<file path="config.mk">
export PLATFORM = sky130hd
export DESIGN_NAME = lamp_dwell_timer
export DESIGN_NICKNAME = d
export VERILOG_FILES = /design/src/rtl/lamp_pkg.sv /design/src/rtl/lamp_prescaler.sv /design/src/rtl/lamp_dwell_timer.sv
export SDC_FILE = /design/constraint.sdc
export NUM_CORES = 1
export LEC_CHECK = 0
export CAP_MARGIN = 15
export CELL_PAD_IN_SITES_DETAIL_PLACEMENT = 1
export CELL_PAD_IN_SITES_GLOBAL_PLACEMENT = 1
export CORE_MARGIN = 1.5
export CORE_UTILIZATION = 37
export DETAILED_ROUTE_END_ITERATION = 10
export PLACE_DENSITY = 0.78
export SLEW_MARGIN = 15
export SYNTH_ARGS = -nofsm -noshare
export SYNTH_HDL_FRONTEND = slang
export SYNTH_SLANG_ARGS = --single-unit
</file>
<file path="constraint.sdc">
create_clock -name clock -period 2 [get_ports clock]
set_clock_uncertainty 0.15 [all_clocks]
set_input_delay 0.6 -clock clock [delete_from_list [all_inputs] [get_ports clock]]
set_output_delay 0.6 -clock clock [all_outputs]
set_load 0.01 [all_outputs]
</file>
<file path="src/rtl/lamp_pkg.sv">
// Shared lamp definitions: RGY one-hot light codes, dwell-timer states and a
// one-hot legality helper.
package lamp_pkg;

  localparam logic [0:2] RED    = 3'b100;
  localparam logic [0:2] GREEN  = 3'b010;
  localparam logic [0:2] YELLOW = 3'b001;

  typedef enum logic [2:0] {
    LOAD,
    COUNT,
    ADVANCE,
    WAIT_CHG,
    FAULT
  } state_e;

  function automatic logic is_legal_light(input logic [0:2] code);
    return (code == RED) || (code == GREEN) || (code == YELLOW);
  endfunction

endpackage

</file>
<file path="src/rtl/lamp_prescaler.sv">
// Enable-gated modulo-PRESCALE counter with synchronous clear; tick_o marks the
// cycle on which the count wraps back to zero.
module lamp_prescaler #(
  parameter int unsigned PRESCALE = 10
) (
  input  logic clock,
  input  logic reset,
  input  logic clear_i,
  input  logic en_i,
  output logic tick_o
);

  localparam int unsigned PW = (PRESCALE > 1) ? $clog2(PRESCALE) : 1;
  localparam logic [PW-1:0] LAST = PW'(PRESCALE - 1);

  logic [PW-1:0] cnt_q;
  logic          wrap;

  assign wrap   = (cnt_q == LAST);
  assign tick_o = en_i & wrap;

  always_ff @(posedge clock) begin
    if (reset || clear_i) begin
      cnt_q <= '0;
    end else if (en_i) begin
      cnt_q <= wrap ? '0 : cnt_q + PW'(1);
    end
  end

endmodule

</file>
<file path="src/rtl/lamp_dwell_timer.sv">
// Dwell pacing for the RGY lamp FSM: pulses 'advance' once the current colour's
// dwell has elapsed and flags illegal or stuck light codes. LAMP_PED_REQ_EN adds ped_req.
module lamp_dwell_timer
  import lamp_pkg::*;
#(
  parameter int unsigned PRESCALE     = 10,
  parameter int unsigned CNT_W        = 8,
  parameter int unsigned RED_TICKS    = 5,
  parameter int unsigned GREEN_TICKS  = 4,
  parameter int unsigned YELLOW_TICKS = 2
) (
  input  logic             clock,
  input  logic             reset,
  input  logic             enable,
  input  logic [0:2]       light,
`ifdef LAMP_PED_REQ_EN
  input  logic             ped_req,
`endif
  output logic             advance,
  output logic [CNT_W-1:0] remaining,
  output logic             fault
);

  // Truncate to the counter width first, then bump a zero dwell up to one tick.
  function automatic logic [CNT_W-1:0] clamp_ticks(input int unsigned t);
    logic [CNT_W-1:0] tr;
    tr = CNT_W'(t);
    return (tr == '0) ? CNT_W'(1) : tr;
  endfunction

  localparam logic [CNT_W-1:0] RED_T    = clamp_ticks(RED_TICKS);
  localparam logic [CNT_W-1:0] GREEN_T  = clamp_ticks(GREEN_TICKS);
  localparam logic [CNT_W-1:0] YELLOW_T = clamp_ticks(YELLOW_TICKS);

  localparam int unsigned      WW        = $clog2(2 * PRESCALE);
  localparam logic [WW-1:0]    WAIT_LAST = WW'(2 * PRESCALE - 1);

  function automatic logic [CNT_W-1:0] ticks_for(input logic [0:2] code);
    logic [CNT_W-1:0] t;
    t = YELLOW_T;
    if (code == RED)   t = RED_T;
    if (code == GREEN) t = GREEN_T;
    return t;
  endfunction

  state_e           state_q;
  logic [0:2]       cur_q;
  logic [CNT_W-1:0] remaining_q;
  logic             advance_q;
  logic             fault_q;
  logic [WW-1:0]    wait_q;
  logic             tick;
  logic             ped_cut;

`ifdef LAMP_PED_REQ_EN
  assign ped_cut = ped_req && (cur_q == GREEN);
`else
  assign ped_cut = 1'b0;
`endif

  lamp_prescaler #(
    .PRESCALE(PRESCALE)
  ) u_prescaler (
    .clock  (clock),
    .reset  (reset),
    .clear_i(state_q == LOAD),
    .en_i   (enable && (state_q == COUNT)),
    .tick_o (tick)
  );

  always_ff @(posedge clock) begin
    if (reset) begin
      state_q     <= LOAD;
      cur_q       <= '0;
      remaining_q <= '0;
      advance_q   <= 1'b0;
      fault_q     <= 1'b0;
      wait_q      <= '0;
    end else begin
      advance_q <= 1'b0;
      unique case (state_q)
        LOAD: begin
          cur_q  <= light;
          wait_q <= '0;
          if (is_legal_light(light)) begin
            remaining_q <= ticks_for(light);
            state_q     <= COUNT;
          end else begin
            remaining_q <= '0;
            fault_q     <= 1'b1;
            state_q     <= FAULT;
          end
        end
        COUNT: begin
          // An external colour change abandons the dwell without an advance.
          if (light != cur_q) begin
            state_q <= LOAD;
          end else if (tick && (remaining_q <= CNT_W'(1))) begin
            remaining_q <= '0;
            advance_q   <= 1'b1;
            state_q     <= ADVANCE;
          end else if (ped_cut && (remaining_q > CNT_W'(1))) begin
            remaining_q <= CNT_W'(1);
          end else if (tick) begin
            remaining_q <= remaining_q - CNT_W'(1);
          end
        end
        ADVANCE: begin
          wait_q  <= '0;
          state_q <= WAIT_CHG;
        end
        WAIT_CHG: begin
          if (light != cur_q) begin
            state_q <= LOAD;
          end else if (wait_q == WAIT_LAST) begin
            fault_q <= 1'b1;
            state_q <= FAULT;
          end else begin
            wait_q <= wait_q + WW'(1);
          end
        end
        FAULT: begin
          fault_q     <= 1'b1;
          remaining_q <= '0;
        end
        default: begin
          fault_q     <= 1'b1;
          remaining_q <= '0;
          state_q     <= FAULT;
        end
      endcase
    end
  end

  assign advance   = advance_q;
  assign remaining = remaining_q;
  assign fault     = fault_q;

endmodule

</file>
==> results of run 1 <==
==> cell usage in the layout, fill, tap and decap left out, types with 2 or more instances in the layout <==
cell type / count
sky130_fd_sc_hd__nor3_1: 11
sky130_fd_sc_hd__nor3b_1: 2
sky130_fd_sc_hd__a21oi_1: 16
sky130_fd_sc_hd__xor2_1: 3
sky130_fd_sc_hd__a21oi_2: 2
sky130_fd_sc_hd__o32ai_1: 4
sky130_fd_sc_hd__nor2_1: 13
sky130_fd_sc_hd__nand2b_1: 7
sky130_fd_sc_hd__nand4_1: 2
sky130_fd_sc_hd__clkbuf_8: 3
sky130_fd_sc_hd__dfxtp_2: 4
sky130_fd_sc_hd__dlymetal6s2s_1: 3
sky130_fd_sc_hd__nand3_1: 7
sky130_fd_sc_hd__dfxtp_4: 3
sky130_fd_sc_hd__o21ai_0: 8
sky130_fd_sc_hd__inv_1: 5
sky130_fd_sc_hd__xnor2_2: 3
sky130_fd_sc_hd__nor2b_1: 2
sky130_fd_sc_hd__nand3b_1: 2
sky130_fd_sc_hd__dfxtp_1: 18
sky130_fd_sc_hd__ha_1: 3
sky130_fd_sc_hd__xnor2_1: 4
sky130_fd_sc_hd__clkdlybuf4s50_1: 7
sky130_fd_sc_hd__buf_4: 20
sky130_fd_sc_hd__nand2_1: 23
sky130_fd_sc_hd__a211oi_1: 3
sky130_fd_sc_hd__dlygate4sd2_1: 5
==> registers in the layout, indices dropped and copies added (netlist names) <==
signal,flops
state_q,3
remaining,8
cur_q,3
advance,1
fault,1
u_prescaler.cnt_q,4
wait_q,5
==> worst min-delay path by stage <==
stage                   start   endpoint  slack, ps  cells past startpoint
floorplan            cur_q[0]   cur_q[0]        300                      2
global placement     cur_q[1]   cur_q[1]        310                      2
detailed placement   cur_q[1]   cur_q[1]        310                      2
CTS                  cur_q[1]   cur_q[1]        350                      2
global route        wait_q[1]  wait_q[1]        370                      2
finish               cur_q[1]   cur_q[1]        350                      2
==> repair_timing <==
action                                  CTS  global route
endpoints found under the hold margin     0             0
endpoints found under the setup margin   26            11
pin swaps                                 4             3
buffers inserted                          0             3
gates cloned                              0             1
resized for setup                        26             8
==> power by group <==
group	total, mW	switching [mW]	internal, mW
Combinational	0.565	0.312	0.254
Clock	0.313	0.173	0.140
Sequential	0.595	0.0574	0.538
==> metal layers <==
metal  track usage [%]  vias up
li1                  -      715
met4             8.418        0
met1             24.82      708
met3             2.044       11
met5                 0        -
met2             39.39       30
==> per-stage QoR <==
stage	cells	utilization (%)
after global routing	259	51.20
after CTS	255	49.73
after floorplan	181	-
after detailed placement	251	46.69
after global placement	251	46.69
final	259	51.20
==> cells by family after synthesis <==
group           synth area share (%)
compound gates                 19.39
xor+xnor                       5.953
fa+ha+maj                      2.551
buf+inv                        5.952
flops                          34.01
simple gates                   32.14
==> final cells by class <==
type	instances	area, um2
Fill cell	473	1827
Multi-Input combinational cell	141	962.2
Sequential cell	25	516.7
Timing Repair Buffer	36	312.8
Tap cell	48	60.06
Clock buffer	3	41.29
Inverter	5	18.77
Clock inverter	1	5.005
==> PnR_summary.wiki, run 1 <==
{| class="wikitable"
! Metric !! Value
|-
| Total inserted antenna cells || 0
|-
| Share of the cycle needed by the critical path after routing || 98.05%
|-
| Post-detailed-route DRC marker count || 0
|-
| Y dimension of the die || 66.06 um
|-
| Top cell type's share of synthesized area || 34.01%
|-
| Vias post-DR || 1,464
|-
| Max incr delay on CP || between 500 and 600 ps
|-
| Slowest stage cell, crit path || sky130_fd_sc_hd__clkdlybuf4s50_1
|-
| Via-to-Cell Ratio || around 5.7
|-
| Synthesis-to-layout area growth || 30.27%
|-
| Endpoints failing setup || 0
|-
| Most common flop cell mapped by yosys || sky130_fd_sc_hd__dfxtp_1
|-
| Synth top area cells || sky130_fd_sc_hd__dfxtp_1, sky130_fd_sc_hd__nand2_1, sky130_fd_sc_hd__a21oi_1
|-
| Largest fanout on the critical path || 4
|-
| Class of the most critical hold timing path || reg -> reg
|-
| Origin of the critical flop-to-flop path || remaining[0]
|-
| Headroom to the max-slew limit || 72.48%
|-
| Final Instance Area || 0.001917 mm2
|-
| Startpoint type of the worst setup path || register
|-
| Setup slack on the worst flop-to-flop path || 90 ps
|-
| Yosys reg bits || 25
|-
| Synth async-reset ratio || 0%
|-
| Met1 Wirelength || 1.872 mm
|-
| Final-layout setup total negative slack || 0 ps
|-
| Type of the worst setup path || reg -> out
|-
| Area inside the core boundary || approximately 0.0037 mm2
|-
| Reg-to-Reg End || state_q[2]
|-
| Beginning of the critical path || remaining[4]
|-
| Clock Tree Buf Depth || 2
|-
| Wire per inst || ~17 um
|-
| Die area || 0.004364 mm2
|-
| Max Used Layer || met4
|-
| Warnings from Yosys || 0
|-
| Final weighted congestion in routability-driven placement || between 0.8 and 0.9
|-
| Latest clock arrival within the worst-skew pair || roughly 280 ps
|-
| Initial core utilization || around 39%
|-
| Layout cell share with drive strength beyond 1 || around 25%
|-
| Capture point of the critical path || remaining[4]
|-
| Routed wire length on met2 || 2.224 mm
|-
| First-iteration detailed-routing DRC count || between 50 and 60
|-
| Net total in the final layout || 221
|-
| Cell Pwr Density || 769.0 mW/mm2
|-
| Drt first pass iters || 4
|-
| H-tree depth || 1
|-
| Commonest cells in the netlist || sky130_fd_sc_hd__dfxtp_1, sky130_fd_sc_hd__nand2_1, sky130_fd_sc_hd__a21oi_1
|-
| Total clock buffers created by CTS || 3
|-
| Sequential area share after synthesis || approximately 34%
|-
| Highest clock rate || 0.5100 GHz
|-
| Post-synthesis instance area || around 0.0015 mm2
|-
| Global route total overflow || 0
|-
| Critical path arrival || 1210 ps
|-
| Max capacitance violation total || 0
|-
| Wire length of the first global-routing pass || 7.162 mm
|-
| Number of buffers inserted by hold repair at cts || 0
|-
| Dominant delay contributor by cell family on the critical path || buffers and inverters
|-
| Buffers & Inverters on Critical Path || 1
|-
| Run status || completed
|-
| IR drop worst, VDD || 0.3522 mV
|-
| Worst slack at placement || -517.5 ps
|-
| Overall fraction of global-route tracks in use || 21.22%
|-
| Die width || about 66 um
|-
| Total power consumption of the routed design || 1.474 mW
|-
| Total of buffers placed on input and output ports || 15
|-
| Data required time of the worst path || 1250 ps
|-
| TritonCTS clock tree || built
|-
| Detailed-route wire length || approximately 4.3 mm
|-
| Clock sinks || 25
|-
| CTS clk-pin slew, worst paths || around 90 ps
|-
| Count of pins over their slew limit || 0
|-
| Dominant cell type by area after synthesis || sky130_fd_sc_hd__dfxtp_1
|-
| EDFF count, synth || 0
|-
| Type of element capturing the critical path || primary output
|-
| Slew at the pin closest to its max-slew limit || 412.7 ps
|-
| HPWL after detailed placement || about 3 mm
|-
| Number of cells traversed by the worst register-to-register path || 8
|-
| Cell variety after synth || 43
|-
| Vias in the first global route || 1,518
|-
| Gate count of the mapped netlist || about 180
|-
| Final number of hold-violating endpoints || 0
|-
| Area post-placement || 0.001748 mm2
|-
| IO Pins || 16
|-
| Path length in cells of the critical path || 1
|-
| Most frequently used cell type in the post-synthesis netlist || sky130_fd_sc_hd__dfxtp_1
|-
| Syn avg cell area || 8.129 um2
|-
| Minimum period implied by the final worst setup slack || 1961 ps
|-
| WL met3 || 104 um
|-
| Post-Route Hold Slack || 345.3 ps
|-
| Antenna violations before repair || 0
|-
| Pleak || ~0.74 nW
|-
| Residual antenna-violating net count after detailed routing || 0
|-
| Pin count of the biggest net entering global routing || 17
|-
| Synthesized Nets || 190
|-
| Row count || 22
|-
| Series of cell instances along the critical path || clkdlybuf4s50_1
|-
| Cell chosen for the clock root || sky130_fd_sc_hd__clkbuf_8
|-
| Worst Slack Setup Final || slightly below 40 ps
|}
Note: power is estimated with default switching activity, not from simulation.
==> inputs of run 2 (changes only) <==
PLACE_DENSITY = unset   (was 0.78)
PLACE_DENSITY_LB_ADDON = 0.1   (was unset)
SLEW_MARGIN = 20   (was 15)
==> PnR_summary.wiki, run 2 (synthesis gave the netlist of run 1 again) <==
{| class="wikitable"
! Metric !! Value
|-
| Layout cell share with drive strength beyond 1 || 24.53% (-0.59 points)
|-
| Max capacitance violation total || 0 (unchanged)
|-
| Die area || 0.004364 mm2 (unchanged)
|-
| Type of the worst setup path || reg -> out
|-
| Startpoint type of the worst setup path || register
|-
| Type of element capturing the critical path || primary output
|-
| Row count || 22 (unchanged)
|-
| Total clock buffers created by CTS || 3 (unchanged)
|-
| Largest fanout on the critical path || 4 (unchanged)
|-
| Wire per inst || 15.33 um (-7.8%)
|-
| Slowest stage cell, crit path || sky130_fd_sc_hd__clkdlybuf4s50_1
|-
| Total inserted antenna cells || 0 (unchanged)
|-
| Fillers || 457 (-3.4%)
|-
| Switching power of the nets || 0.5219 mW (-3.8%)
|-
| Post-route core utilization || 51.44% (+0.23 points)
|-
| Largest register FFs || 8 (unchanged)
|-
| Dominant delay contributor by cell family on the critical path || buffers and inverters
|-
| Max incr delay on CP || 550 ps (about the same)
|-
| Path length in cells of the critical path || 1 (unchanged)
|-
| Origin of the critical flop-to-flop path || remaining[0]
|-
| Part of the power in the clock network || 21.2% (about the same)
|-
| Residual antenna-violating net count after detailed routing || 0 (unchanged)
|-
| Synthesis-to-layout area growth || 30.87%
|-
| Post-Route Hold Slack || 344.4 ps (-0.8840 ps)
|-
| Via-to-Cell Ratio || 5.546 (-1.9%)
|-
| Total power consumption of the routed design || 1.460 mW (-0.97%)
|-
| Net total in the final layout || 222 (+0.45%)
|-
| Y dimension of the die || 66.06 um (unchanged)
|-
| Minimum period implied by the final worst setup slack || 1953 ps (-8.031 ps)
|-
| IR drop worst, VDD || 0.2798 mV (-21%)
|-
| Post-detailed-route DRC marker count || 0 (unchanged)
|-
| Series of cell instances along the critical path || clkdlybuf4s50_1
|-
| Worst slack at placement || -434.0 ps (+83.50 ps)
|-
| Total of buffers placed on input and output ports || 15 (unchanged)
|-
| Setup slack on the worst flop-to-flop path || 80 ps (about the same)
|-
| Vias post-DR || 1,442 (-1.5%)
|-
| Area of the multi-input gates || 957.2 um2 (-0.52%)
|-
| Endpoints failing setup || 0 (unchanged)
|-
| Initial core utilization || 39.30% (unchanged)
|-
| Highest clock rate || 0.5121 GHz (+0.41%)
|-
| Clock sinks || 25 (unchanged)
|-
| Final weighted congestion in routability-driven placement || 0.7729 (-3.6%)
|-
| TritonCTS clock tree || built
|-
| Die width || 66.06 um (unchanged)
|-
| Detailed-route wire length || 3.987 mm (-7.5%)
|-
| Overall fraction of global-route tracks in use || 19.64% (-1.6 points)
|-
| Pleak || 0.7414 nW (+0.22%)
|-
| Final number of hold-violating endpoints || 0 (unchanged)
|-
| Clock Tree Buf Depth || 2 (unchanged)
|-
| P_int || 0.9377 mW (+0.66%)
|-
| Number of buffers inserted by hold repair at cts || 0 (unchanged)
|-
| Area inside the core boundary || 0.003744 mm2 (unchanged)
|-
| IO Pins || 16 (unchanged)
|-
| Data required time of the worst path || 1250 ps (about the same)
|-
| Headroom to the max-slew limit || 70.72% (-1.8 points)
|-
| Proportion of power drawn by combinational gates || 37.8% (-0.6 points)
|-
| Capture point of the critical path || remaining[4]
|-
| Number of cells traversed by the worst register-to-register path || 8 (unchanged)
|-
| Cell chosen for the clock root || sky130_fd_sc_hd__clkbuf_8
|-
| Count of pins over their slew limit || 0 (unchanged)
|-
| HPWL after detailed placement || 2.861 mm (-6.6%)
|-
| Antenna violations before repair || 0 (unchanged)
|-
| Buffers & Inverters on Critical Path || 1 (unchanged)
|-
| Worst Slack Setup Final || 47.10 ps (+8.030 ps)
|-
| CTS clk-pin slew, worst paths || 90 ps (about the same)
|-
| Commonest cells after routing, fill and taps aside || sky130_fd_sc_hd__nand2_1, sky130_fd_sc_hd__buf_4, sky130_fd_sc_hd__dfxtp_1, sky130_fd_sc_hd__a21oi_1, sky130_fd_sc_hd__nor2_1
|-
| Reg-to-Reg End || remaining[4]
|-
| Latest clock arrival within the worst-skew pair || 270 ps (about the same)
|-
| Share of the cycle needed by the critical path after routing || 97.64% (-0.40 points)
|-
| Vias in the first global route || 1,400 (-7.8%)
|-
| Sw frac || 35.76% (-1.0 points)
|-
| FF/Latch Area || 515.5 um2 (-0.24%)
|-
| Fraction of power consumed by sequential logic || 41.0% (+0.6 points)
|-
| Beginning of the critical path || remaining[4]
|-
| Run status || completed
|-
| Wire length of the first global-routing pass || 6.610 mm (-7.7%)
|-
| Critical path arrival || 1200 ps (about the same)
|-
| H-tree depth || 1 (unchanged)
|-
| Slew at the pin closest to its max-slew limit || 438.6 ps (+25.92 ps)
|-
| Global route total overflow || 0 (unchanged)
|-
| First-iteration detailed-routing DRC count || 45 (-20%)
|-
| Pin count of the biggest net entering global routing || 17 (unchanged)
|-
| Drt first pass iters || 4 (unchanged)
|-
| Class of the most critical hold timing path || reg -> reg
|-
| Cell Pwr Density || 758.0 mW/mm2 (-1.4%)
|}
[run 2: changes by cell type in the layout (fill, tap and decap cells not counted), sizes merged]
cell,previous run,this run
buf,21,23
dlymetal6s2s,3,4
dlygate4sd2,5,4
a21oi,19,18
[run 2: area by class of cell]
class                           count  share of cell area [%]
Clock buffer                        3                   2.144
Clock inverter                      1                  0.2599
Inverter                            5                  0.9747
Multi-Input combinational cell    140                   49.71
Sequential cell                    25                   26.77
Tap cell                           48                   3.119
Timing Repair Buffer               38                   17.02
[run 2: worst min-delay path by stage]
| stage | from | endpoint | cells after the start |
|---|---|---|---|
| 4_1_cts | cur_q[2] | cur_q[2] | 2 |
| 3_5_place_dp | cur_q[1] | cur_q[1] | 2 |
| 5_1_grt | wait_q[0] | wait_q[0] | 2 |
| 6_report | wait_q[0] | wait_q[0] | 2 |
| 2_1_floorplan | cur_q[0] | cur_q[0] | 2 |
| 3_3_place_gp | cur_q[1] | cur_q[1] | 2 |
[run 2: metrics by stage]
stage	instance area, um2	TNS [ps]	std cells
after floorplan	1471	0	181
after global placement	1763	-5980	253
after detailed placement	1763	-6715	253
after CTS	1849	0	257
after global routing	1926	-111.2	260
final	1926	0	260
[run 2: per-layer routing]
metal	track usage, %	vias up	wire length, um
met5	0	-	0
met4	7.143	0	51
met3	2.555	5	58
met2	32.70	13	2005
met1	25.98	714	1872
li1	-	710	-
[run 2: what timing repair did]
action	in CTS	in global routing
hold endpoints to repair	0	0
pin swaps	3	2
resized for setup	20	13
endpoints found under the setup margin	25	21
gates cloned	0	0
setup buffers	0	3
[run 2: power by group through the flow]
stage | clock network [mW] | registers [mW] | logic [mW]
3_3_place_gp | 0 | 0.599 | 0.478
5_1_grt | 0.339 | 0.607 | 0.607
2_1_floorplan | 0 | 0.584 | 0.336
4_1_cts | 0.321 | 0.595 | 0.514
6_report | 0.309 | 0.599 | 0.552
3_5_place_dp | 0 | 0.602 | 0.499
==> inputs of run 3 (changes only) <==
CTS_CLUSTER_DIAMETER = 120   (was unset)
==> results of run 3 <==
Final layout, timing and power as in run 2 (identical DEF).
